File: src/rtl/prog_loader.sv
// rtl/prog_loader.sv - framed byte-stream boot loader with checksum gate and run-cycle counter
module prog_loader #(
    parameter int A = 16
) (
    input  logic         clk,
    input  logic         reset_n,
    input  logic         in_valid,
    input  logic [7:0]   in_data,
    output logic         in_ready,
    output logic         imem_we,
    output logic [A-1:0] imem_addr,
    output logic [8:0]   imem_data,
    output logic         start,
    input  logic         halt,
    output logic         busy,
    output logic         done,
    output logic         err,
    output logic [15:0]  run_cycles
);

    // Receive states are numbered first so "state <= S_CSUM" means "accepting bytes".
    localparam logic [2:0] S_HDR_LO = 3'd0;
    localparam logic [2:0] S_HDR_HI = 3'd1;
    localparam logic [2:0] S_W_LO   = 3'd2;
    localparam logic [2:0] S_W_HI   = 3'd3;
    localparam logic [2:0] S_CSUM   = 3'd4;
    localparam logic [2:0] S_RUN    = 3'd5;
    localparam logic [2:0] S_DONE   = 3'd6;
    localparam logic [2:0] S_ERR    = 3'd7;

    logic [2:0]   state_q, state_d;
    logic [7:0]   nlo_q, nlo_d;
    logic [15:0]  rem_q, rem_d;
    logic [7:0]   lo_q, lo_d;
    logic [A-1:0] idx_q, idx_d;
    logic [7:0]   csum_q, csum_d;
    logic         imem_we_q, imem_we_d;
    logic [A-1:0] imem_addr_q, imem_addr_d;
    logic [8:0]   imem_data_q, imem_data_d;
    logic [15:0]  run_q, run_d;

    logic         rx_state;
    logic         accept;
    logic [15:0]  n_full;
    logic [32:0]  cap;

    assign rx_state = (state_q <= S_CSUM);
    assign accept   = in_valid & rx_state;
    assign n_full   = {in_data, nlo_q};
    // Largest image that fits the memory: 2**A words.
    assign cap      = 33'd1 << A;

    // Next-state, datapath and write-strobe computation; everything holds unless a byte is accepted.
    always_comb begin
        state_d     = state_q;
        nlo_d       = nlo_q;
        rem_d       = rem_q;
        lo_d        = lo_q;
        idx_d       = idx_q;
        csum_d      = csum_q;
        imem_we_d   = 1'b0;
        imem_addr_d = imem_addr_q;
        imem_data_d = imem_data_q;
        run_d       = run_q;

        if (accept) begin
            csum_d = csum_q ^ in_data;
        end

        case (state_q)
            S_HDR_LO: begin
                if (accept) begin
                    nlo_d   = in_data;
                    state_d = S_HDR_HI;
                end
            end
            S_HDR_HI: begin
                if (accept) begin
                    rem_d = n_full;
                    if ({17'd0, n_full} > cap) begin
                        state_d = S_ERR;
                    end else if (n_full == 16'd0) begin
                        state_d = S_CSUM;
                    end else begin
                        state_d = S_W_LO;
                    end
                end
            end
            S_W_LO: begin
                if (accept) begin
                    lo_d    = in_data;
                    state_d = S_W_HI;
                end
            end
            S_W_HI: begin
                if (accept) begin
                    if (in_data[7:1] != 7'd0) begin
                        state_d = S_ERR;
                    end else begin
                        imem_we_d   = 1'b1;
                        imem_addr_d = idx_q;
                        imem_data_d = {in_data[0], lo_q};
                        idx_d       = idx_q + A'(1);
                        rem_d       = rem_q - 16'd1;
                        state_d     = (rem_q == 16'd1) ? S_CSUM : S_W_LO;
                    end
                end
            end
            S_CSUM: begin
                if (accept) begin
                    state_d = (in_data == csum_q) ? S_RUN : S_ERR;
                end
            end
            S_RUN: begin
                if (halt) begin
                    state_d = S_DONE;
                end else if (run_q != 16'hFFFF) begin
                    run_d = run_q + 16'd1;
                end
            end
            default: begin
                state_d = state_q;
            end
        endcase
    end

    // State register; async reset returns every output to its idle value at once.
    always_ff @(posedge clk or negedge reset_n) begin
        if (!reset_n) begin
            state_q     <= S_HDR_LO;
            nlo_q       <= 8'd0;
            rem_q       <= 16'd0;
            lo_q        <= 8'd0;
            idx_q       <= '0;
            csum_q      <= 8'd0;
            imem_we_q   <= 1'b0;
            imem_addr_q <= '0;
            imem_data_q <= 9'd0;
            run_q       <= 16'd0;
        end else begin
            state_q     <= state_d;
            nlo_q       <= nlo_d;
            rem_q       <= rem_d;
            lo_q        <= lo_d;
            idx_q       <= idx_d;
            csum_q      <= csum_d;
            imem_we_q   <= imem_we_d;
            imem_addr_q <= imem_addr_d;
            imem_data_q <= imem_data_d;
            run_q       <= run_d;
        end
    end

    assign in_ready   = rx_state;
    assign busy       = rx_state;
    assign start      = !((state_q == S_RUN) || (state_q == S_DONE));
    assign done       = (state_q == S_DONE);
    assign err        = (state_q == S_ERR);
    assign imem_we    = imem_we_q;
    assign imem_addr  = imem_addr_q;
    assign imem_data  = imem_data_q;
    assign run_cycles = run_q;

endmodule
File: config.mk
export PLATFORM = sky130hd
export DESIGN_NAME = prog_loader
export DESIGN_NICKNAME = d
export VERILOG_FILES = /design/src/rtl/prog_loader.sv
export SDC_FILE = /design/constraint.sdc
export NUM_CORES = 1
export LEC_CHECK = 0
export ABC_AREA = 1
export CORE_AREA = 5 5 103 105
export CTS_BUF_LIST = sky130_fd_sc_hd__clkbuf_16
export DETAILED_ROUTE_END_ITERATION = 10
export DIE_AREA = 0 0 108 110
export PLACE_DENSITY = 0.87
export SETUP_SLACK_MARGIN = 0.15
export SKIP_LAST_GASP = 1
export SLEW_MARGIN = 20
export SYNTH_ARGS = -nofsm -noshare
export SYNTH_HDL_FRONTEND = slang
export SYNTH_SLANG_ARGS = --single-unit
File: constraint.sdc
create_clock -name clk -period 1.77 [get_ports clk]
set_clock_uncertainty 0.1 [all_clocks]
set_input_delay 0.177 -clock clk [delete_from_list [all_inputs] [get_ports clk]]
set_output_delay 0.177 -clock clk [all_outputs]
set_load 0.01 [all_outputs]
* Word-level counts from Yosys, hierarchy flattened *
Cells that the tools add are included.

operators by class
  order comparisons = 2
  div/mod/pow operators = 0
  bitwise gates (word level) = 4
  multipliers = 0
  equality and inequality tests = 17
  muxes and demuxes = 19
  add/subtract/negate cells = 3
  reductions and logical operators = 13
  shift operators = 0

operator list
  kind                                                                    count
  16-bit 2-to-1 mux                                                       3
  16-bit by 1-bit adder with 16-bit output, second input constant         2
  16-bit one-hot mux with 2 select lines                                  1
  3-bit 2-to-1 mux                                                        10
  3-bit one-hot mux with 6 select lines                                   1
  16-bit by 17-bit > comparator with 1-bit output, second input constant  1
  16-bit by 1-bit == test with 1-bit output, second input constant        1
  16-bit logical NOT                                                      1
  16-bit inequality test, second input constant                           1
  16-bit by 1-bit subtractor with 16-bit output, second input constant    1
  2-bit inequality test, second input constant                            7
  3-bit == test, second input constant                                    4
  8-bit == test                                                           1
  8-bit XOR                                                               1
  7-bit AND reduction                                                     1
  7-bit nonzero test                                                      1
  3-bit by 2-bit == test with 1-bit output, second input constant         2
  3-bit AND reduction                                                     2
  6-bit nonzero test                                                      1
  2-bit AND reduction                                                     2
  4-bit AND reduction                                                     1
  3-bit by 1-bit == test with 1-bit output, second input constant         1
  3-bit <= comparator, second input constant                              1
  3-bit logical NOT                                                       1
  other kinds (7)                                                         10

storage, ports and cells
  bits of input ports = 12
  bits in writable memories = 0
  bits in read-only memories = 0
  bits in latches = 0
  memories = 0
  output and inout bits = 47
  flip-flop bits (word level) = 101

* Logic depth before layout (Yosys ltp) *
Gate-level depths: netlist of the first run.

  depth after elaboration = 5
  mapped depth = 11
  mapped depth without buffers = 11

* Least setup slack after synthesis of the first run *
OpenSTA, ideal clock, no wires.

  path kind = reg-to-reg
  from = reg state_q[1]
  to = reg idx_q[9]
  setup time = 127 ps
  slack = 31 ps
  arrival time = 1512 ps
  stages on the path, launching flop included = 7
  path through = dfrtp_1 -> buf_2 -> o21ai_1 -> nand2_2 -> nor3_4 -> buf_2 -> o21ai_0

between the ends
  word-level cells in the longest chain between the ends = 3
  elaborated cells between the ends (all ways) = 4
  those cells by class = 1 x order compare; 1 x eq/ne; 1 x bitwise; 1 x reduce/logical

RTL lines
  item                           line  RTL
  from (decl)                    31    logic [2:0] state_q, state_d;
  from (signal assigned)         141   state_q <= state_d;
  3-bit <= comparator            47    assign rx_state = (state_q <= S_CSUM);
  named net busy                 15    output logic busy,
  1-bit bitwise AND              48    assign accept = in_valid & rx_state;
  3-bit AND reduction (no line)  --
  to (signal assigned)           145   idx_q <= idx_d;
  to (decl)                      35    logic [A-1:0] idx_q, idx_d;

The timed path passes the listed nets, and every way through them passes these cells.
A chain may end at the register's enable or synchronous reset.

* Worst setup path in the final report of the first run *
  from = reg state_q[2]
  to = reg idx_q[1]

between the ends
  word-level cells in the longest chain between the ends = 3
  elaborated cells between the ends (all ways) = 4
  those cells by class = 1 x order compare; 1 x eq/ne; 1 x bitwise; 1 x reduce/logical

RTL lines
  item                               line
  3-bit <= comparator                47
  1-bit bitwise AND                  48
  3-bit AND reduction (no line) (*)  --

Every way passes the cells marked *; elsewhere a longest branch is shown, timed or not.

==> results.yml, run 1 <==
status:
  status: "finished, violations left"
  failed_checks: "negative setup slack"
critical_path:
  cp.arrival_ps: 1980
  r2r.worst_path.cells: 10
  cpPeakStageDelay_ps: 440
  worstPathRequired_ps: 1940
  crit_slowest_cell: "dfrtp_2"
  cp-end-kind: "flip-flop"
  path_class: "reg -> reg"
  r2r_end: "idx_q[1]"
  path_max_fanout: 7
  r2r_slack_ps: -40
  rr_startpoint: "state_q[2]"
  start_kind: "flip-flop"
  path_cells: "inv_4, nand2_4, nor2_4, inv_4, buf_6, nor3_4, buf_6, buf_8, nand2_2, o21ai_1"
detailed_routing:
  dr.pass1.iters: 5
  wl_um: 17300
  post_drt_wl_per_cell_um: 17.6
  vias_per_cell: 5.55
  num_vias: 5439
  drc: 0
  drt_iter0_markers: 400
  ant_nets: 0
clock_tree:
  h-tree-depth: 3
  cts.reportedPaths.clkPinSlew_ps: 70
  clk_latency_ps: 350
  cts_buffers: 9
  clk_path_buf_depth: 2
  cts_sinks: 101
  cts_root_buf: "clkbuf_16"
  tritoncts: "done"
timing:
  hold_ws_ps: 184
  period_share_pct: 102
  grt_setup_unrepaired: "true"
  max_freq_mhz: 552
  final.min_clock_period_ps: 1810
  finalMaxSlewViolations: 0
  finalSetupTns_ps: -82.7
  finalSetupViolCount: 3
  fin_ws_ps: -42.7
  relSlewSlack_pct: 75.8
  report.final.hold_viol_count: 0
  tightest_slew_ps: 362
global_routing:
  antenna_found_initial: 0
  grt_max_degree: 53
  grt_usage_pct: 26.0
  grt_overflow: 0
  grt_pass1_wl_um: 24600
  grt_pass1_vias: 5143
pwr:
  switching_share_pct: 40.4
  clkPwrFrac_pct: 21.0
  seqPwrFrac_pct: 35.2
  internal-power_w: 0.00605
  p_sw_w: 0.00410
  static-leakage-power_nw: 3.66
  power.total_w: 0.0101
  p_per_area_nw_per_um2: 1340
  vdd_ir_drop_max_mv: 0.852
  power.share.combinational_pct: 43.8
synthesis:
  netlist_instances: 699
  yosysUniqueCellTypes: 31
  synth-seq-area-share_pct: 48.5
  synth_nets: 715
  async_flop_share_pct: 100
  synth.top_cell.area_share_pct: 48.5
  synthesis.area_um2: 5210
  ys_seq_elements: 101
  synth_enable_flop_cells: 0
  yosysTopAreaCell: "dfrtp_1"
  synth.area.top_cells: "dfrtp_1 (48%), nand2_1 (19%), inv_1 (5.1%), o21ai_0 (4.9%), nor2_1 (4.8%)"
  yosysWarnings: 0
  postSynthAreaPerCell_um2: 7.46
  synth_ff_type: "dfrtp_1"
layout:
  area_growth_syn_to_layout_pct: 45.4
  most-common-layout-cells: "nand2_1 (219), dfrtp_1 (94), inv_1 (66)"
  diodes: 0
  layoutNonFillerInstCount: 980
  layout_commonest_cell: "nand2_1"
  num-nets-final: 858
  nFillCells: 573
  fin_area_um2: 7580
  drive_gt1_share_pct: 26.6
placement:
  place_inst: 922
  place_congestion: 0.892
  port_buffers: 58
  dpl_cell_area_um2: 6320
  hpwl_um: 9590
min_path:
  hold_path_class: "in -> async"
floorplanning:
  fp.dieW_um: 108
  dieArea_um2: 11900
  rows: 36
  ios: 59
  core_area_um2: 9550
  die_y_um: 110
  start_util_pct: 54.6
job:
  drv_cap: 0
area by class of cell:
| type | count | area, um2 | share of cell area (%) |
|---|---|---|---|
| clock inverters | 7 | 91.3 | 1.20 |
| well taps | 133 | 166 | 2.20 |
| multi-input cells | 506 | 2770 | 36.5 |
| clock buffers | 9 | 225 | 2.97 |
| inverters | 76 | 293 | 3.86 |
| flip-flops and latches | 101 | 2540 | 33.5 |
| repair buffers | 148 | 1500 | 19.8 |
power groups by stage:
stage	registers, W	logic (W)	clock network [W]
6_report	0.00357	0.00444	0.00213
5_1_grt	0.00363	0.00483	0.00226
4_1_cts	0.00343	0.00352	0.00213
3_5_place_dp	0.00345	0.00318	0
3_3_place_gp	0.00341	0.00303	0
2_1_floorplan	0.00339	0.00197	0
per-layer routing:
| layer | vias up | GRT usage (%) | share of wire [%] |
|---|---|---|---|
| met5 | - | 0 | 0 |
| met4 | 0 | 11.7 | 6.1 |
| met3 | 101 | 3.32 | 6.9 |
| met2 | 300 | 45.8 | 50 |
| met1 | 2557 | 32.2 | 37 |
| li1 | 2481 | - | - |
through the flow:
stage	utilization [%]	worst slack, ps
6_report	79.4	-42.7
5_1_grt	79.4	-87.6
4_1_cts	73.9	95.5
3_5_place_dp	66.2	-178
3_3_place_gp	66.2	-106
2_1_floorplan	-	143
worst max-delay path by stage:
stage	from	cells past startpoint	to	slack, ps
3_3_place_gp	in_data[6]	8	idx_q[1]	-110
3_5_place_dp	in_data[6]	9	idx_q[8]	-180
5_1_grt	state_q[1]	11	idx_q[9]	-90
6_report	state_q[2]	10	idx_q[1]	-40
2_1_floorplan	state_q[1]	6	idx_q[9]	140
4_1_cts	state_q[0]	7	imem_data[0]	100
worst max-delay path: cells and delay by family, from the launching register on:
kind	cells	cell delay (ps)
AOI/OAI and AO/OA	1	90
buffers and inverters	5	600
DFF	1	440
and+or+nand+nor	4	520
cell usage after synthesis, types with 2 or more instances:
master	count
nand4_1	9
nor2_1	66
xnor2_1	6
nand2_1	262
xor2_1	24
dfrtp_1	101
inv_2	4
nand2_2	3
a21oi_1	8
inv_1	71
buf_4	2
o21ai_0	51
buf_2	10
nand3_1	33
o21ai_1	17
nor3_1	9
ha_1	4
clkbuf_1	6
cell families (layout without fill, tap and decap cells):
logic type	after synthesis	count (layout)	synth area share, %
compound gates	81	81	8.02
xor+xnor	30	30	5.04
fa+ha+maj	4	4	0.960
buf+inv	94	240	7.20
flops	101	101	48.5
simple gates	389	391	30.3
state kept, by name, indices dropped and copies added, names as in the netlist:
signal	count
rem_q	16
nlo_q	8
state_q	3
lo_q	8
imem_addr	16
run_cycles	16
imem_we	1
imem_data	9
idx_q	16
csum_q	8
repair_timing:
item	4_1_cts	5_1_grt
resized for setup	81	118
cloned	5	2
hold buffers	1	0
pin swaps	10	27
buffers inserted	17	17
endpoints found under the setup margin	81	93
hold endpoints to repair	25	0
(Power assumes the default switching activity.)
==> inputs of run 2 (changes only) <==
- GPL_ROUTABILITY_DRIVEN: not set -> 1
==> results of run 2 <==
No change in the layout: final DEF, timing and power equal those of run 1.
